===== src/rtl/time_display_pkg.sv =====
// Shared definitions for the clock display blocks: FSM encodings, segment
// patterns, digit count and the double-dabble step helper.
package time_display_pkg;

    localparam int NUM_DIGITS   = 6;
    localparam int CONV_BITS    = 6;
    localparam int SHIFT_CYCLES = 6;

    typedef enum logic [1:0] {
        ST_IDLE  = 2'd0,
        ST_SHIFT = 2'd1,
        ST_DONE  = 2'd2
    } fsm_state_t;

    // Active-low segment patterns, bit order {a,b,c,d,e,f,g}
    localparam logic [6:0] SEG_0     = 7'b0000001;
    localparam logic [6:0] SEG_1     = 7'b1001111;
    localparam logic [6:0] SEG_2     = 7'b0010010;
    localparam logic [6:0] SEG_3     = 7'b0000110;
    localparam logic [6:0] SEG_4     = 7'b1001100;
    localparam logic [6:0] SEG_5     = 7'b0100100;
    localparam logic [6:0] SEG_6     = 7'b0100000;
    localparam logic [6:0] SEG_7     = 7'b0001111;
    localparam logic [6:0] SEG_8     = 7'b0000000;
    localparam logic [6:0] SEG_9     = 7'b0000100;
    localparam logic [6:0] SEG_BLANK = 7'b1111111;

    // One double-dabble step on {tens[13:10], ones[9:6], binary[5:0]}:
    // add 3 to any BCD nibble >= 5, then shift the whole word left by one.
    function automatic logic [13:0] dd_step(input logic [13:0] v);
        logic [13:0] t;
        t = v;
        if (t[13:10] >= 4'd5) begin
            t[13:10] = t[13:10] + 4'd3;
        end else begin
            t[13:10] = t[13:10];
        end
        if (t[9:6] >= 4'd5) begin
            t[9:6] = t[9:6] + 4'd3;
        end else begin
            t[9:6] = t[9:6];
        end
        return {t[12:0], 1'b0};
    endfunction

endpackage


===== src/rtl/time_display_seg7_decode.sv =====
// Combinational BCD digit to active-low seven-segment decoder.
// Codes 10..15 are blanked.
module seg7_decode
    import time_display_pkg::*;
(
    input  logic [3:0] digit,
    output logic [6:0] seg
);

    // Table lookup of the segment pattern for one digit
    always_comb begin
        seg = SEG_BLANK;
        case (digit)
            4'd0:    seg = SEG_0;
            4'd1:    seg = SEG_1;
            4'd2:    seg = SEG_2;
            4'd3:    seg = SEG_3;
            4'd4:    seg = SEG_4;
            4'd5:    seg = SEG_5;
            4'd6:    seg = SEG_6;
            4'd7:    seg = SEG_7;
            4'd8:    seg = SEG_8;
            4'd9:    seg = SEG_9;
            default: seg = SEG_BLANK;
        endcase
    end

endmodule


===== src/rtl/time_display.sv =====
// HH.MM.SS six-digit multiplexed display driver. A snapshot of the binary
// time is converted to BCD by a fixed-length double-dabble FSM, committed to
// the digit registers in one edge, and scanned out independently.
module time_display
    import time_display_pkg::*;
#(
    parameter int P_HOUR_BIT = 5,
    parameter int P_MIN_BIT  = 6,
    parameter int P_SCAN_DIV = 100000
) (
    input  logic                  clk,
    input  logic                  reset,
    input  logic [P_HOUR_BIT-1:0] hour,
    input  logic [P_MIN_BIT-1:0]  min,
    input  logic [P_MIN_BIT-1:0]  sec,
    output logic [6:0]            seg,
    output logic [5:0]            an,
    output logic                  dp,
    output logic                  busy
);

    localparam int PRESC_W = (P_SCAN_DIV > 1) ? $clog2(P_SCAN_DIV) : 1;
    localparam logic [PRESC_W-1:0] PRESC_LAST = PRESC_W'(P_SCAN_DIV - 1);

    fsm_state_t                       state_r;
    fsm_state_t                       state_nxt_s;
    logic                             load_s;
    logic                             step_s;
    logic                             commit_s;
    logic                             change_s;

    logic [P_HOUR_BIT-1:0]            hour_snap_r;
    logic [P_MIN_BIT-1:0]             min_snap_r;
    logic [P_MIN_BIT-1:0]             sec_snap_r;
    logic [13:0]                      hour_work_r;
    logic [13:0]                      min_work_r;
    logic [13:0]                      sec_work_r;
    logic [2:0]                       step_cnt_r;
    logic [NUM_DIGITS-1:0][3:0]       digits_r;
    logic                             busy_r;

    logic [PRESC_W-1:0]               presc_r;
    logic [2:0]                       index_r;
    logic [3:0]                       digit_mux_s;
    logic [6:0]                       seg_dec_s;
    logic [6:0]                       seg_r;
    logic [5:0]                       an_r;
    logic                             dp_r;

    assign change_s = ({hour, min, sec} != {hour_snap_r, min_snap_r, sec_snap_r});

    // Next-state and control strobes for the conversion FSM
    always_comb begin
        state_nxt_s = state_r;
        load_s      = 1'b0;
        step_s      = 1'b0;
        commit_s    = 1'b0;
        case (state_r)
            ST_IDLE: begin
                if (change_s) begin
                    load_s      = 1'b1;
                    state_nxt_s = ST_SHIFT;
                end else begin
                    state_nxt_s = ST_IDLE;
                end
            end
            ST_SHIFT: begin
                step_s = 1'b1;
                if (step_cnt_r == 3'(SHIFT_CYCLES - 1)) begin
                    state_nxt_s = ST_DONE;
                end else begin
                    state_nxt_s = ST_SHIFT;
                end
            end
            ST_DONE: begin
                commit_s    = 1'b1;
                state_nxt_s = ST_IDLE;
            end
            default: begin
                state_nxt_s = ST_IDLE;
            end
        endcase
    end

    // FSM state register and busy flag (busy tracks SHIFT/DONE exactly)
    always_ff @(posedge clk) begin
        if (reset) begin
            state_r <= ST_IDLE;
            busy_r  <= 1'b0;
        end else begin
            state_r <= state_nxt_s;
            busy_r  <= (state_nxt_s != ST_IDLE);
        end
    end

    // Snapshot capture and parallel double-dabble scratch for all three fields
    always_ff @(posedge clk) begin
        if (reset) begin
            hour_snap_r <= '0;
            min_snap_r  <= '0;
            sec_snap_r  <= '0;
            hour_work_r <= 14'd0;
            min_work_r  <= 14'd0;
            sec_work_r  <= 14'd0;
            step_cnt_r  <= 3'd0;
        end else if (load_s) begin
            hour_snap_r <= hour;
            min_snap_r  <= min;
            sec_snap_r  <= sec;
            hour_work_r <= {8'd0, CONV_BITS'(hour)};
            min_work_r  <= {8'd0, CONV_BITS'(min)};
            sec_work_r  <= {8'd0, CONV_BITS'(sec)};
            step_cnt_r  <= 3'd0;
        end else if (step_s) begin
            hour_work_r <= dd_step(hour_work_r);
            min_work_r  <= dd_step(min_work_r);
            sec_work_r  <= dd_step(sec_work_r);
            step_cnt_r  <= step_cnt_r + 3'd1;
        end else begin
            step_cnt_r  <= step_cnt_r;
        end
    end

    // Atomic commit of all six digits so the scan never sees a mixed value
    always_ff @(posedge clk) begin
        if (reset) begin
            digits_r <= '0;
        end else if (commit_s) begin
            digits_r <= {hour_work_r[13:10], hour_work_r[9:6],
                         min_work_r[13:10],  min_work_r[9:6],
                         sec_work_r[13:10],  sec_work_r[9:6]};
        end else begin
            digits_r <= digits_r;
        end
    end

    // Scan prescaler and digit index, free running regardless of the FSM
    always_ff @(posedge clk) begin
        if (reset) begin
            presc_r <= '0;
            index_r <= 3'd0;
        end else if (presc_r == PRESC_LAST) begin
            presc_r <= '0;
            if (index_r == 3'(NUM_DIGITS - 1)) begin
                index_r <= 3'd0;
            end else begin
                index_r <= index_r + 3'd1;
            end
        end else begin
            presc_r <= presc_r + PRESC_W'(1);
        end
    end

    // Select the digit currently being scanned
    always_comb begin
        digit_mux_s = 4'd0;
        case (index_r)
            3'd0:    digit_mux_s = digits_r[0];
            3'd1:    digit_mux_s = digits_r[1];
            3'd2:    digit_mux_s = digits_r[2];
            3'd3:    digit_mux_s = digits_r[3];
            3'd4:    digit_mux_s = digits_r[4];
            3'd5:    digit_mux_s = digits_r[5];
            default: digit_mux_s = 4'd0;
        endcase
    end

    seg7_decode u_seg7_decode (
        .digit (digit_mux_s),
        .seg   (seg_dec_s)
    );

    // Registered display drive; an/seg/dp all derive from the same index
    always_ff @(posedge clk) begin
        if (reset) begin
            seg_r <= SEG_0;
            an_r  <= 6'b111110;
            dp_r  <= 1'b1;
        end else begin
            seg_r <= seg_dec_s;
            an_r  <= ~(6'd1 << index_r);
            dp_r  <= !((index_r == 3'd2) || (index_r == 3'd4));
        end
    end

    assign seg  = seg_r;
    assign an   = an_r;
    assign dp   = dp_r;
    assign busy = busy_r;

endmodule

===== config.mk =====
export PLATFORM = sky130hd
export DESIGN_NAME = time_display
export DESIGN_NICKNAME = d
export VERILOG_FILES = /design/src/rtl/time_display_pkg.sv /design/src/rtl/time_display_seg7_decode.sv /design/src/rtl/time_display.sv
export SDC_FILE = /design/constraint.sdc
export NUM_CORES = 1
export LEC_CHECK = 0
export CAP_MARGIN = 20
export CELL_PAD_IN_SITES_DETAIL_PLACEMENT = 1
export CELL_PAD_IN_SITES_GLOBAL_PLACEMENT = 1
export CORE_ASPECT_RATIO = 0.5
export CORE_UTILIZATION = 45
export DETAILED_ROUTE_END_ITERATION = 7
export PLACE_DENSITY_LB_ADDON = 0.1
export SYNTH_ARGS = -nofsm -noshare
export SYNTH_HDL_FRONTEND = slang
export SYNTH_HIERARCHICAL = 1
export SYNTH_SLANG_ARGS = --single-unit

===== constraint.sdc =====
create_clock -name clk -period 2.7 [get_ports clk]
set_input_delay 0.54 -clock clk [delete_from_list [all_inputs] [get_ports clk]]
set_output_delay 0.54 -clock clk [all_outputs]
set_load 0.02 [all_outputs]

# Word level (Yosys, flattened, before mapping)
# Memories as Yosys holds them, arrays and structs flattened. A register that Yosys moved wholly into a read port is not among the register bits.
# Cells that the tools add are included.
[totals]
romBits = 112
latchBits = 0
regBits = 116
word_cells = 79
mem_count = 1
ram_bits = 0
input_bits = 19
[mem_list]
columns = ["name", "depth", "width", "rd", "rd_clocked_by_memory_dff", "write_ports", "line", "text"]
rows = [
  ["(no name shown)", 16, 7, 1, 1, 0, "time_display_seg7_decode.sv:13", "case (digit)"],
]
[op_classes]
n_mul = 0
eq_ne = 10
addsub = 9
n_bitwise = 1
mux = 21
n_div = 0
n_lt_le_gt_ge = 6
n_shift = 1
reduce_logical = 8
[op_table]
columns = ["op", "n"]
rows = [
  ["$ge A4 B3 Y1 const B", 6],
  ["$mux W6", 4],
  ["$pmux W4 S6", 1],
  ["$add A17 B1 Y17 const B", 1],
  ["$eq A17 B17 Y1 const B", 1],
  ["$ne A17 B17 Y1", 1],
  ["$add A4 B2 Y4 const B", 3],
  ["$mux W3", 4],
  ["$mux W4", 3],
  ["$mux W5", 2],
  ["$add A3 B2 Y3 const B", 3],
  ["$eq A3 B3 Y1 const B", 3],
  ["$add A3 B1 Y3 const B", 2],
  ["$eq A3 B2 Y1 const B", 2],
  ["$not A6 Y6", 1],
  ["$shl A1 B3 Y6 const A", 1],
  ["$mux W1", 5],
  ["$pmux W2 S2", 1],
  ["$reduce_bool A2 Y1", 2],
  ["$reduce_or A2 Y1", 2],
  ["$eq A3 B1 Y1 const B", 1],
  ["$logic_not A3 Y1", 1],
  ["$eq A2 B1 Y1 const B", 1],
  ["$eq A2 B2 Y1 const B", 1],
  ["other kinds (4)", 4],
]

# Longest topological paths before layout
[depth]
word_depth = 4
depth_mapped = 11
ltp_nobuf = 10

# Modules after synthesis
# The synthesis kept the hierarchy.
[by_module_without_submodules]
columns = ["module", "cells_each", "seq_area_each_um2", "instances", "area_each_um2"]
rows = [
  ["time_display", 625, 2462.4, 1, 5388.9],
  ["seg7_decode", 33, 0.0, 1, 210.2],
]

# Worst setup path after synthesis
# OpenSTA, ideal clock, no wires.
[synth_path]
path_type = "register to register"
startpoint = "reg index_r[0]"
endpoint = "reg seg_r[3] (netlist: seg[3])"
slack_ns = 0.371
n_path_buf = 1
arrival_ns = 2.202
synth_period_minus_slack_ns = 2.329
setup_ns = 0.127
stages_incl_launch_ff = 11
cell_sequence = "dfxtp_1 -> clkbuf_1 -> mux4_2 -> inv_1 -> o21ai_0 -> inv_1 -> ha_1 -> or2_1 -> a21oi_2 -> a31oi_1 -> nor2b_1"
[synth_between]
elab_chain_len = 2
[synth_rtl]
columns = ["element", "line", "text"]
rows = [
  ["from (decl)", "time_display.sv:43", "logic [2:0] index_r;"],
  ["from (signal assigned)", "time_display.sv:147", "index_r <= index_r + 3'd1;"],
  ["$eq A3 B3 Y1 (tied with other cells)", "time_display.sv:157", "case (index_r)"],
  ["$pmux W4 S6 *", "time_display.sv:157", ""],
  ["via digit_mux_s[1]", "time_display.sv:44", "logic [3:0] digit_mux_s;"],
  ["to (decl)", "time_display.sv:46", "logic [6:0] seg_r;"],
]
# Mark *: on every way through the listed nets, which the timed path passes. The rest lies on a longest branch.
# A chain may end at the register's enable or synchronous reset.

# Worst setup path after layout
[layout_path]
startpoint = "reg index_r[0]"
endpoint = "reg seg_r[6] (netlist: seg[6])"
# Same word-level chain as after synthesis.

==> flow_summary.yaml <==
finish:
  final_cell_mix: "dfxtp_1, nand2_1, a21oi_1"
  nFillCells: 1411
  mostFrequentLayoutCell: "dfxtp_1"
  finalNonFillerCells: 873
  layout.nets: 735
  diodes: 0
  final_core_util_pct: 56.2
  drive_gt1_share_pct: 9.89
  areaGrowthSynthToFinish_pct: 20.2
clock_network:
  clock_latency_ns: 0.41
  htreeDepth: 4
  cts.sinks: 123
  root_buffer: "clkbuf_16"
  numCtsBuffers: 17
  clockBufferDepth: 2
  path_clk_slew_ns: 0.06
  cts_tree: "built"
sta:
  finalSetupViolations: 0
  post-route-min-period_ns: 2.39
  tns_ns: 0
  hold_viol: 0
  tightest_slew_ns: 0.523
  clock_skew_ns: 0.00782
  relSlewSlack_pct: 64.8
  rsz0062_at_grt: "false"
  slew_viol_final: 0
  fmax_ghz: 0.419
  finalCritPeriodShare_pct: 88.5
power:
  p_switching_mw: 1.01
  p_int_mw: 3.49
  p_clk_share_pct: 53.5
  p_leak_nw: 2.49
  power_density_nw_per_um2: 668
  switching_share_pct: 22.5
  power_frac_comb_pct: 4.7
  power_mw: 4.50
  p_seq_share_pct: 41.8
  ir_drop_mv: 0.339
global_routing:
  grt_max_degree: 48
  gr-usage-met1_pct: 28.6
  antenna_found_initial: 0
  grt_pass1_wl_mm: 22.7
  grt_remaining_overflow: 0
  top_usage_layer: "met2"
  grt_pass1_vias: 4602
  track_usage_pct: 22.4
  use_met3_pct: 4.44
  gr-usage-met2_pct: 37.9
die:
  ios: 34
  start_util_pct: 46.7
  row_count: 28
  die_area_sq_um: 12900
  core_sq_um: 12000
  die_y_microns: 80.9
  die_width_microns: 160
logic_synthesis:
  synth_fp_nets: 698
  synth_ff_type: "dfxtp_1"
  yosys-top-cells-area: "dfxtp_1, nand2_1, a21oi_1"
  yosysWarningCount: 6
  yosysSeqAreaShare_pct: 44.0
  synth_edf_count: 0
  yosys.area.top_type: "dfxtp_1"
  netlist_instances: 658
  netlist.area_leader.share_pct: 44.0
  async_flop_share_pct: 0
  syn_area_sq_um: 5600
  ys_types: 47
  syn_area_per_cell_sq_um: 8.51
  ys_seq_elements: 123
route:
  detail_route.wl_per_cell_microns: 15.4
  route.vias.total: 4636
  routed_wl_mm: 13.5
  firstDrtPassIters: 4
  viasPerCell: 5.31
  drt_iter0_markers: 223
  drc_errors: 0
  ant_nets: 0
job:
  cap_violations: 0
status:
  outcome: "finished clean"
setup_path:
  cp.arrival_ns: 2.67
  endpoint_kind: "register"
  crit_fanout: 9
  worst-r2r-cell-count: 10
  start_kind: "register"
  critical_path_class: "reg -> reg"
  crit_required_ns: 2.98
hold_path:
  hold_class: "reg -> reg"
  worstHoldPathCells: 1
placement:
  dp.cells: 840
  gp_congestion: 0.742
  dp_hpwl_mm: 8.71
  port_buffers: 33
-- power by group through the flow --
stage	combinational, mW	sequential, mW	clock (mW)
after floorplan	0.136	1.91	0
after global placement	0.205	1.92	0
after detailed placement	0.211	1.92	0
after CTS	0.213	1.88	2.45
after global routing	0.231	1.88	2.54
final	0.210	1.88	2.41
-- stage by stage --
stage	hold WS [ns]	worst slack (ns)	area, sq um
final	0.441	0.311	6730
after global routing	0.483	0.00584	6730
after CTS	0.447	0.202	6720
after detailed placement	0.439	0.108	6100
after global placement	0.430	0.157	6100
after floorplan	0.413	0.371	5600
-- worst max-delay path, cell delays in order, from the launching register on --
cell and delay (ns):
dfxtp_1 0.57, and2_1 0.19, ha_1 0.23, a22oi_1 0.11, o21ai_1 0.24, inv_1 0.17, ha_1 0.21, or2_1 0.21
a21oi_2 0.15, nor2_1 0.06, nor2b_1 0.12
-- path summary, 6_finish.rpt --
check                     to        from  slack (ns)
setup / recovery      seg[6]  index_r[0]        0.31
hold / removal    presc_r[0]  presc_r[0]        0.44
setup reg to reg      seg[6]  index_r[0]        0.31
hold reg to reg   presc_r[0]  presc_r[0]        0.44
-- final cells by class --
| cell class | count | area (sq um) | area share [%] |
|---|---|---|---|
| well taps | 165 | 206 | 3.07 |
| repair buffers | 55 | 490 | 7.29 |
| flip-flops and latches | 123 | 2460 | 36.6 |
| clock buffers | 17 | 425 | 6.32 |
| multi-input cells | 474 | 2860 | 42.5 |
| inverters | 24 | 90.1 | 1.34 |
| clock inverters | 15 | 198 | 2.94 |
-- kinds of logic after synthesis --
group | synth area share [%]
adder cells (fa/ha/maj) | 4.69
AND/OR/NAND/NOR | 20.2
XOR/XNOR | 6.73
buffers and inverters | 4.96
flip-flops | 44.0
AO/OA/AOI/OAI | 17.3
multiplexers | 2.10
-- cells in the mapped netlist, types with 2 or more instances --
cell,n
mux2i_1,5
ha_1,21
buf_6,4
xor2_1,16
nand2b_1,11
o21ai_0,24
o21a_1,2
and3_1,8
clkbuf_1,23
nand4_1,5
a221o_2,4
a31oi_1,2
nor2b_1,7
and2_1,6
dfxtp_1,123
mux4_2,3
nor2_1,73
o2bb2ai_1,3
nor4bb_1,2
a221o_1,10
a21oi_1,77
a22oi_1,4
a22o_1,17
and4_1,3
nand2_1,108
xnor2_1,27
nor3_1,5
buf_2,6
nor3_4,2
buf_4,3
inv_1,23
nand3_1,16
-- flip-flops by register name (all words and copies together), names as in the netlist, 5 cells and up --
name and flops:
digits_r 24, presc_r 17, hour_work_r 14, min_work_r 14, sec_work_r 14, seg 7
an 6, min_snap_r 6, sec_snap_r 6, hour_snap_r 5
-- per-layer routing --
layer  up-vias  part of all wire, %
met5         -                    0
met4         0                  1.4
met3        16                  3.3
met2        83                   47
met1      2224                   49
li1       2313                    -
-- timing repair --
item	4_1_cts	5_1_grt
resized for setup	0	1
setup endpoints to repair	0	2
buffers inserted	0	0
hold buffers	0	0
Power figures use the tool's default switching activity.
